--- src/rtl/regfile_writer_pkg.sv ---
// Shared widths, pending-counter constants and the scoreboard update rule
// for the register-file write front end.
package regfile_writer_pkg;

  localparam int N_REGS     = 32;
  localparam int DATA_W     = 64;
  localparam int WB_DEPTH   = 4;
  localparam int REG_IDX_W  = $clog2(N_REGS);
  localparam int PEND_CNT_W = 2;

  typedef logic [PEND_CNT_W-1:0] pend_cnt_t;

  localparam pend_cnt_t PEND_MAX = pend_cnt_t'(3);

  typedef enum logic [1:0] {
    PEND_HOLD,
    PEND_INC,
    PEND_DEC,
    PEND_UNDERFLOW
  } pend_op_t;

  // Issue and retire of the same register in one cycle cancel out.
  function automatic pend_op_t pend_op(input logic inc, input logic dec, input pend_cnt_t cnt);
    pend_op_t op;
    op = PEND_HOLD;
    if (inc && !dec) begin
      op = PEND_INC;
    end else if (dec && !inc) begin
      op = (cnt == '0) ? PEND_UNDERFLOW : PEND_DEC;
    end
    return op;
  endfunction

endpackage

--- src/rtl/regfile_writer_wb_fifo.sv ---
// In-order writeback queue with two ordered write ports and one pop port.
// Latency: an entry pushed at edge k is visible at the head after edge k.
// No internal backpressure: the caller must gate pushes on the exposed count.
module regfile_writer_wb_fifo #(
  parameter int W     = 69,
  parameter int DEPTH = 4
) (
  input  logic                     clk,
  input  logic                     rst,
  input  logic                     push0,
  input  logic [W-1:0]             dat0,
  input  logic                     push1,
  input  logic [W-1:0]             dat1,
  input  logic                     pop,
  output logic [$clog2(DEPTH):0]   count,
  output logic [W-1:0]             head
);

  localparam int PTR_W = $clog2(DEPTH);
  localparam int CNT_W = PTR_W + 1;

  logic [W-1:0]     mem [DEPTH];
  logic [PTR_W-1:0] wr_ptr;
  logic [PTR_W-1:0] wr_ptr_nxt1;
  logic [PTR_W-1:0] rd_ptr;
  logic [CNT_W-1:0] n_push;

  assign wr_ptr_nxt1 = wr_ptr + PTR_W'(1);
  assign n_push      = CNT_W'(push0) + CNT_W'(push1);

  // Port 1 lands behind port 0 when both push; alone it takes the tail slot.
  always_ff @(posedge clk) begin
    if (push0) begin
      mem[wr_ptr] <= dat0;
    end
    if (push1) begin
      mem[push0 ? wr_ptr_nxt1 : wr_ptr] <= dat1;
    end
  end

  always_ff @(posedge clk or posedge rst) begin
    if (rst) begin
      wr_ptr <= '0;
      rd_ptr <= '0;
      count  <= '0;
    end else begin
      wr_ptr <= wr_ptr + PTR_W'(n_push);
      rd_ptr <= rd_ptr + PTR_W'(pop);
      count  <= count + n_push - CNT_W'(pop);
    end
  end

  assign head = mem[rd_ptr];

endmodule

--- src/rtl/regfile_writer.sv ---
// Merges ALU and load writebacks into the register file write port and tracks pending writes.
// Latency: a writeback accepted at edge k into an empty queue is written at edge k+1.
// Backpressure: ready comes from registered occupancy only; ALU wins the last free slot.
module regfile_writer
  import regfile_writer_pkg::*;
#(
  parameter int N     = N_REGS,
  parameter int SIZE  = DATA_W,
  parameter int DEPTH = WB_DEPTH
) (
  input  logic                  clk,
  input  logic                  rst,
  input  logic                  alu_valid,
  output logic                  alu_ready,
  input  logic [$clog2(N)-1:0]  alu_rd,
  input  logic [SIZE-1:0]       alu_data,
  input  logic                  mem_valid,
  output logic                  mem_ready,
  input  logic [$clog2(N)-1:0]  mem_rd,
  input  logic [SIZE-1:0]       mem_data,
  input  logic                  issue_valid,
  input  logic [$clog2(N)-1:0]  issue_rd,
  output logic                  issue_ready,
  input  logic [$clog2(N)-1:0]  qa,
  input  logic [$clog2(N)-1:0]  qb,
  output logic                  busy_a,
  output logic                  busy_b,
  output logic                  we,
  output logic [$clog2(N)-1:0]  rw,
  output logic [SIZE-1:0]       din
);

  localparam int IDX_W = $clog2(N);
  localparam int ENT_W = IDX_W + SIZE;
  localparam int CNT_W = $clog2(DEPTH) + 1;

  logic [CNT_W-1:0] count;
  logic [ENT_W-1:0] head;
  logic             alu_push;
  logic             mem_push;
  logic             pop;
  logic             pop_nz;
  logic             issue_inc;
  logic             pop_underflow;
  pend_cnt_t        cnt [N];

  assign alu_ready = (count < CNT_W'(DEPTH));
  assign mem_ready = (count <= CNT_W'(DEPTH - 2)) ||
                     ((count == CNT_W'(DEPTH - 1)) && !alu_valid);

  // Writes to x0 are accepted but never occupy a queue slot.
  assign alu_push = alu_valid && alu_ready && (alu_rd != '0);
  assign mem_push = mem_valid && mem_ready && (mem_rd != '0);

  regfile_writer_wb_fifo #(
    .W     (ENT_W),
    .DEPTH (DEPTH)
  ) u_wb_fifo (
    .clk   (clk),
    .rst   (rst),
    .push0 (alu_push),
    .dat0  ({alu_rd, alu_data}),
    .push1 (mem_push),
    .dat1  ({mem_rd, mem_data}),
    .pop   (pop),
    .count (count),
    .head  (head)
  );

  assign we  = (count != '0);
  assign rw  = head[ENT_W-1:SIZE];
  assign din = head[SIZE-1:0];
  assign pop = we;

  assign pop_nz      = pop && (rw != '0);
  assign issue_ready = (cnt[issue_rd] != PEND_MAX);
  assign issue_inc   = issue_valid && issue_ready && (issue_rd != '0);

  // Entry 0 only ever sees reset, so it stays a constant zero.
  always_ff @(posedge clk or posedge rst) begin
    if (rst) begin
      for (int r = 0; r < N; r++) begin
        cnt[r] <= '0;
      end
    end else begin
      for (int r = 1; r < N; r++) begin
        case (pend_op(issue_inc && (issue_rd == IDX_W'(r)),
                      pop_nz && (rw == IDX_W'(r)), cnt[r]))
          PEND_INC: cnt[r] <= cnt[r] + pend_cnt_t'(1);
          PEND_DEC: cnt[r] <= cnt[r] - pend_cnt_t'(1);
          default:  cnt[r] <= cnt[r];
        endcase
      end
    end
  end

  assign busy_a = (cnt[qa] != '0);
  assign busy_b = (cnt[qb] != '0);

  assign pop_underflow = pop_nz && (cnt[rw] == '0) &&
                         !(issue_inc && (issue_rd == rw));

  always_ff @(posedge clk) begin
    if (!rst) begin
      assert (!pop_underflow)
        else $error("regfile_writer: retired write to x%0d with no pending issue", rw);
    end
  end

endmodule

--- config.mk ---
export PLATFORM = sky130hd
export DESIGN_NAME = regfile_writer
export DESIGN_NICKNAME = d
export VERILOG_FILES = /design/src/rtl/regfile_writer_pkg.sv /design/src/rtl/regfile_writer_wb_fifo.sv /design/src/rtl/regfile_writer.sv
export SDC_FILE = /design/constraint.sdc
export NUM_CORES = 1
export LEC_CHECK = 0
export ABC_CLOCK_PERIOD_IN_PS = 3200
export CORE_MARGIN = 1.5
export CORE_UTILIZATION = 41
export DETAILED_ROUTE_END_ITERATION = 8
export SLEW_MARGIN = 15
export SYNTH_ARGS = -nofsm -noshare
export SYNTH_HDL_FRONTEND = slang
export SYNTH_HIERARCHICAL = 1
export SYNTH_SLANG_ARGS = --single-unit
--- constraint.sdc ---
create_clock -name clk -period 3.2 [get_ports clk]
set_input_delay 0.8 -clock clk [delete_from_list [all_inputs] [get_ports clk]]
set_output_delay 0.8 -clock clk [all_outputs]
set_load 0.01 [all_outputs]
==> impl_results.md <==
* Status: finished clean
* Die Ht at 218 um
* Syn Inst Count at 1,241
* Final Hold Viols at 0
* Detailed-route via count at 12.1k
* Final setup viols at 0
* VDD IR max at 491 uV
* Worst EP required at 2.40 ns
* Routed WL at 49.6 mm
* Crit path kind: input port to primary output
* Area grow syn2layout at 30.4%
* 1st-iter DRT viols at 626
* CTS Root Cell: clkbuf_16
* Largest net degree at the start of global routing at 48
* Maxcap violations at 0
* Num ports at 233
* GRT Resource Usage Total at 0.211
* Initial antenna violation count at 13
* CP dominant cell by count: mux4_2
* CTS Buf Count at 40
* RSZ-0062 raised after global routing: true
* WP data arrival at 2.34 ns
* Number of max-slew violations in the final report at 0
* CTS Buffer Depth at 3
* FMAX at 319 MHz
* NumNets Final at 1,831
* First-pass GRT wire length at 75.8 mm
* Min cycle time layout at 3.14 ns
* Sequential share of the synthesized area at 0.530
* Critical-path maximum fanout at 4
* Final period utilization at 0.980
* Drt drc at 0
* Post-route ant nets at 0
* Initial Util at 0.416
* Hold/Removal Path Class: flop to flop
* FP Rows at 78
* Vias per cell at 5.34
* Syn Nets at 1,441
* Synth warn at 10
* Worst slew pin tran at 0.492 ns
* Die width at 218 um
* Die ar. at 0.0474 mm2
* Crit. Startpoint: qb[4]
* Num Clock Sinks at 345
* Clk_skew at 0.0163 ns
* Hold wc startpoint: cnt[21]
* Core ar. at 0.0454 mm2
* First-pass DRT Iterations at 5
* Routability Congestion at 0.879
* Slowest cell on crit path: mux4_2
* Core Util, Final at 0.543
* CTS tree: done
* CP max stage delay at 0.51 ns
* Leakage at 9.03 nW
* Syn avg cell area at 15.2 um2
* Finished Layout Cells at 2,269
* GRT overflow at 0
* Max_slew headroom at 0.671
* DP HPWL at 33.8 mm
* R2r startpoint: u_wb_fifo/rd_ptr[0]
* Ordered cell list for the critical path: clkdlybuf4s15_2, mux4_2, mux4_2, mux2i_1, buf_2
* Worst-Skew Late Latency at 0.55 ns
* Crit. End Element: primary output
* H-tree levels at 2
* Main synth FF type: edfxtp_1
* Number of global-route vias before repair at 12.9k
* Hold bufs inserted after CTS at 0
* Worst-path clk slew at 0.06 ns
* Post-synth ARST share at 0.200
* Post-synth cell types at 58
* Startpoint types: input port
* WL per Instance at 21.8 um
* Placed Cells at 2,146
* Mapped Area at 0.0189 mm2
* Share of cells above drive strength 1 at 0.387
* P per Cell Area at 871 mW/mm2
* Post-synth EDFFs at 276
* Yosys reg bits at 345
* I/O Buffers at 232
path summary, 6_finish.rpt:
path | cells past startpoint | end | slack (ns)
max in group asynchronous | 3 | cnt[44] | 1.87
worst max register to register | 10 | cnt[39] | 0.21
min in group asynchronous | 2 | u_wb_fifo/count[0] | 0.55
worst min-delay path | 1 | cnt[21] | 0.50
worst min register to register | 1 | cnt[21] | 0.50
worst max-delay path | 5 | busy_b | 0.06
registers in the layout, summed over array words and instances (netlist names):
| name | cells |
|---|---|
| u_wb_fifo/mem | 276 |
| cnt | 62 |
| u_wb_fifo/count | 3 |
| u_wb_fifo/rd_ptr | 2 |
| u_wb_fifo/wr_ptr | 2 |
power breakdown:
group	switching [mW]	internal (mW)	leakage [nW]	total, mW
combinational	4.81	4.96	5.11	9.77
clock	1.87	2.58	0.604	4.46
sequential	0.667	6.56	3.31	7.23
total	7.35	14.1	9.03	21.5
routing by layer:
layer | wire length (um) | global-route usage | vias to the layer above
met4 | 1410 | 0.0692 | 16
li1 | - | - | 5649
met2 | 24900 | 0.362 | 269
met1 | 19600 | 0.251 | 6071
met5 | 102 | 0 | -
met3 | 3570 | 0.0658 | 103
cells in the final DEF (no fill, tap or decap), drive strengths merged, types with 5 or more instances in the layout:
cell | synthesis | routed
and3 | 16 | 16
nand2 | 46 | 46
nor2 | 75 | 75
clkbuf | 15 | 61
dlymetal6s2s | 0 | 10
nor2b | 7 | 7
mux2 | 279 | 279
xnor2 | 66 | 66
inv | 15 | 16
a21o | 5 | 5
buf | 48 | 184
o21ai | 8 | 8
nand3 | 11 | 11
a31oi | 9 | 9
a2111oi | 5 | 5
diode | 0 | 6
a21oi | 46 | 46
a211oi | 5 | 5
nand2b | 6 | 6
clkinv | 0 | 10
o211ai | 5 | 5
mux4 | 94 | 94
dfrtp | 69 | 69
nor3 | 14 | 14
edfxtp | 276 | 276
dlygate4sd2 | 0 | 49
clkdlybuf4s50 | 0 | 163
ha | 41 | 41
xor2 | 32 | 32
metrics by stage:
| stage | worst slack, ns | setup TNS, ns | hold slack [ns] | total power [mW] | instance area, um2 |
|---|---|---|---|---|---|
| after floorplan | -0.371 | -51.15 | 0.456 | 12.7 | 18900 |
| after global placement | -0.705 | -162.94 | 0.480 | 16.8 | 22900 |
| after detailed placement | -0.755 | -171.27 | 0.480 | 16.9 | 22900 |
| after CTS | 0.00408 | 0 | 0.492 | 21.6 | 24400 |
| after global routing | -0.00731 | -0.00758 | 0.519 | 22.6 | 24600 |
| final | 0.0638 | 0 | 0.495 | 21.5 | 24600 |
kinds of logic (layout without fill, tap and decap cells):
logic type	Yosys count	count (layout)	synth area share
AOI/OAI and AO/OA	104	104	0.0392
other	0	6	0
buffers and inverters	78	500	0.0272
and+or+nand+nor	197	197	0.0491
muxes	377	377	0.281
xor gates and xnor gates	98	98	0.0454
DFF	345	345	0.530
adders and majority gates	42	42	0.0282
critical path: cells and delay by family:
family / cells / cell delay (ns)
buf+inv: 2 / 0.40
mux: 3 / 1.13
Yosys cell counts, drive strengths merged, types with 3 or more instances:
| master | number | share of area |
|---|---|---|
| mux2 | 279 | 0.17 |
| edfxtp | 276 | 0.44 |
| mux4 | 94 | 0.11 |
| nor2 | 75 | 0.015 |
| dfrtp | 69 | 0.091 |
| xnor2 | 66 | 0.031 |
| buf | 48 | 0.021 |
| a21oi | 46 | 0.012 |
| nand2 | 46 | 0.0093 |
| ha | 41 | 0.027 |
| xor2 | 32 | 0.015 |
| and3 | 16 | 0.0053 |
| clkbuf | 15 | 0.0030 |
| inv | 15 | 0.0030 |
| nor3 | 14 | 0.0037 |
| nand3 | 11 | 0.0029 |
| a31oi | 9 | 0.0038 |
| o21ai | 8 | 0.0025 |
| nor2b | 7 | 0.0023 |
| nand2b | 6 | 0.0020 |
| a2111oi | 5 | 0.0033 |
| a211oi | 5 | 0.0023 |
| a21o | 5 | 0.0020 |
| o211ai | 5 | 0.0020 |
| a311oi | 4 | 0.0019 |
| and2 | 4 | 0.0015 |
| mux2i | 4 | 0.0021 |
| nand4 | 4 | 0.0013 |
| nor3b | 4 | 0.0016 |
| o211a | 4 | 0.0021 |
| o21a | 3 | 0.0012 |
| o311a | 3 | 0.0016 |
repair_timing:
action,in CTS,in global routing
gates resized for setup,106,39
endpoints found under the setup margin,71,16
gates cloned,1,0
buffers inserted,29,13
pin swaps,1,1
cell type report:
class | instances | area, um2
inverters | 15 | 68.8
diodes | 6 | 15.0
repair buffers | 411 | 3990
well taps | 600 | 751
clock inverters | 16 | 145
multi-input cells | 818 | 8530
flip-flops and latches | 345 | 10000
clock buffers | 58 | 1110
fillers | 3881 | 20700
(Power assumes the default switching activity.)
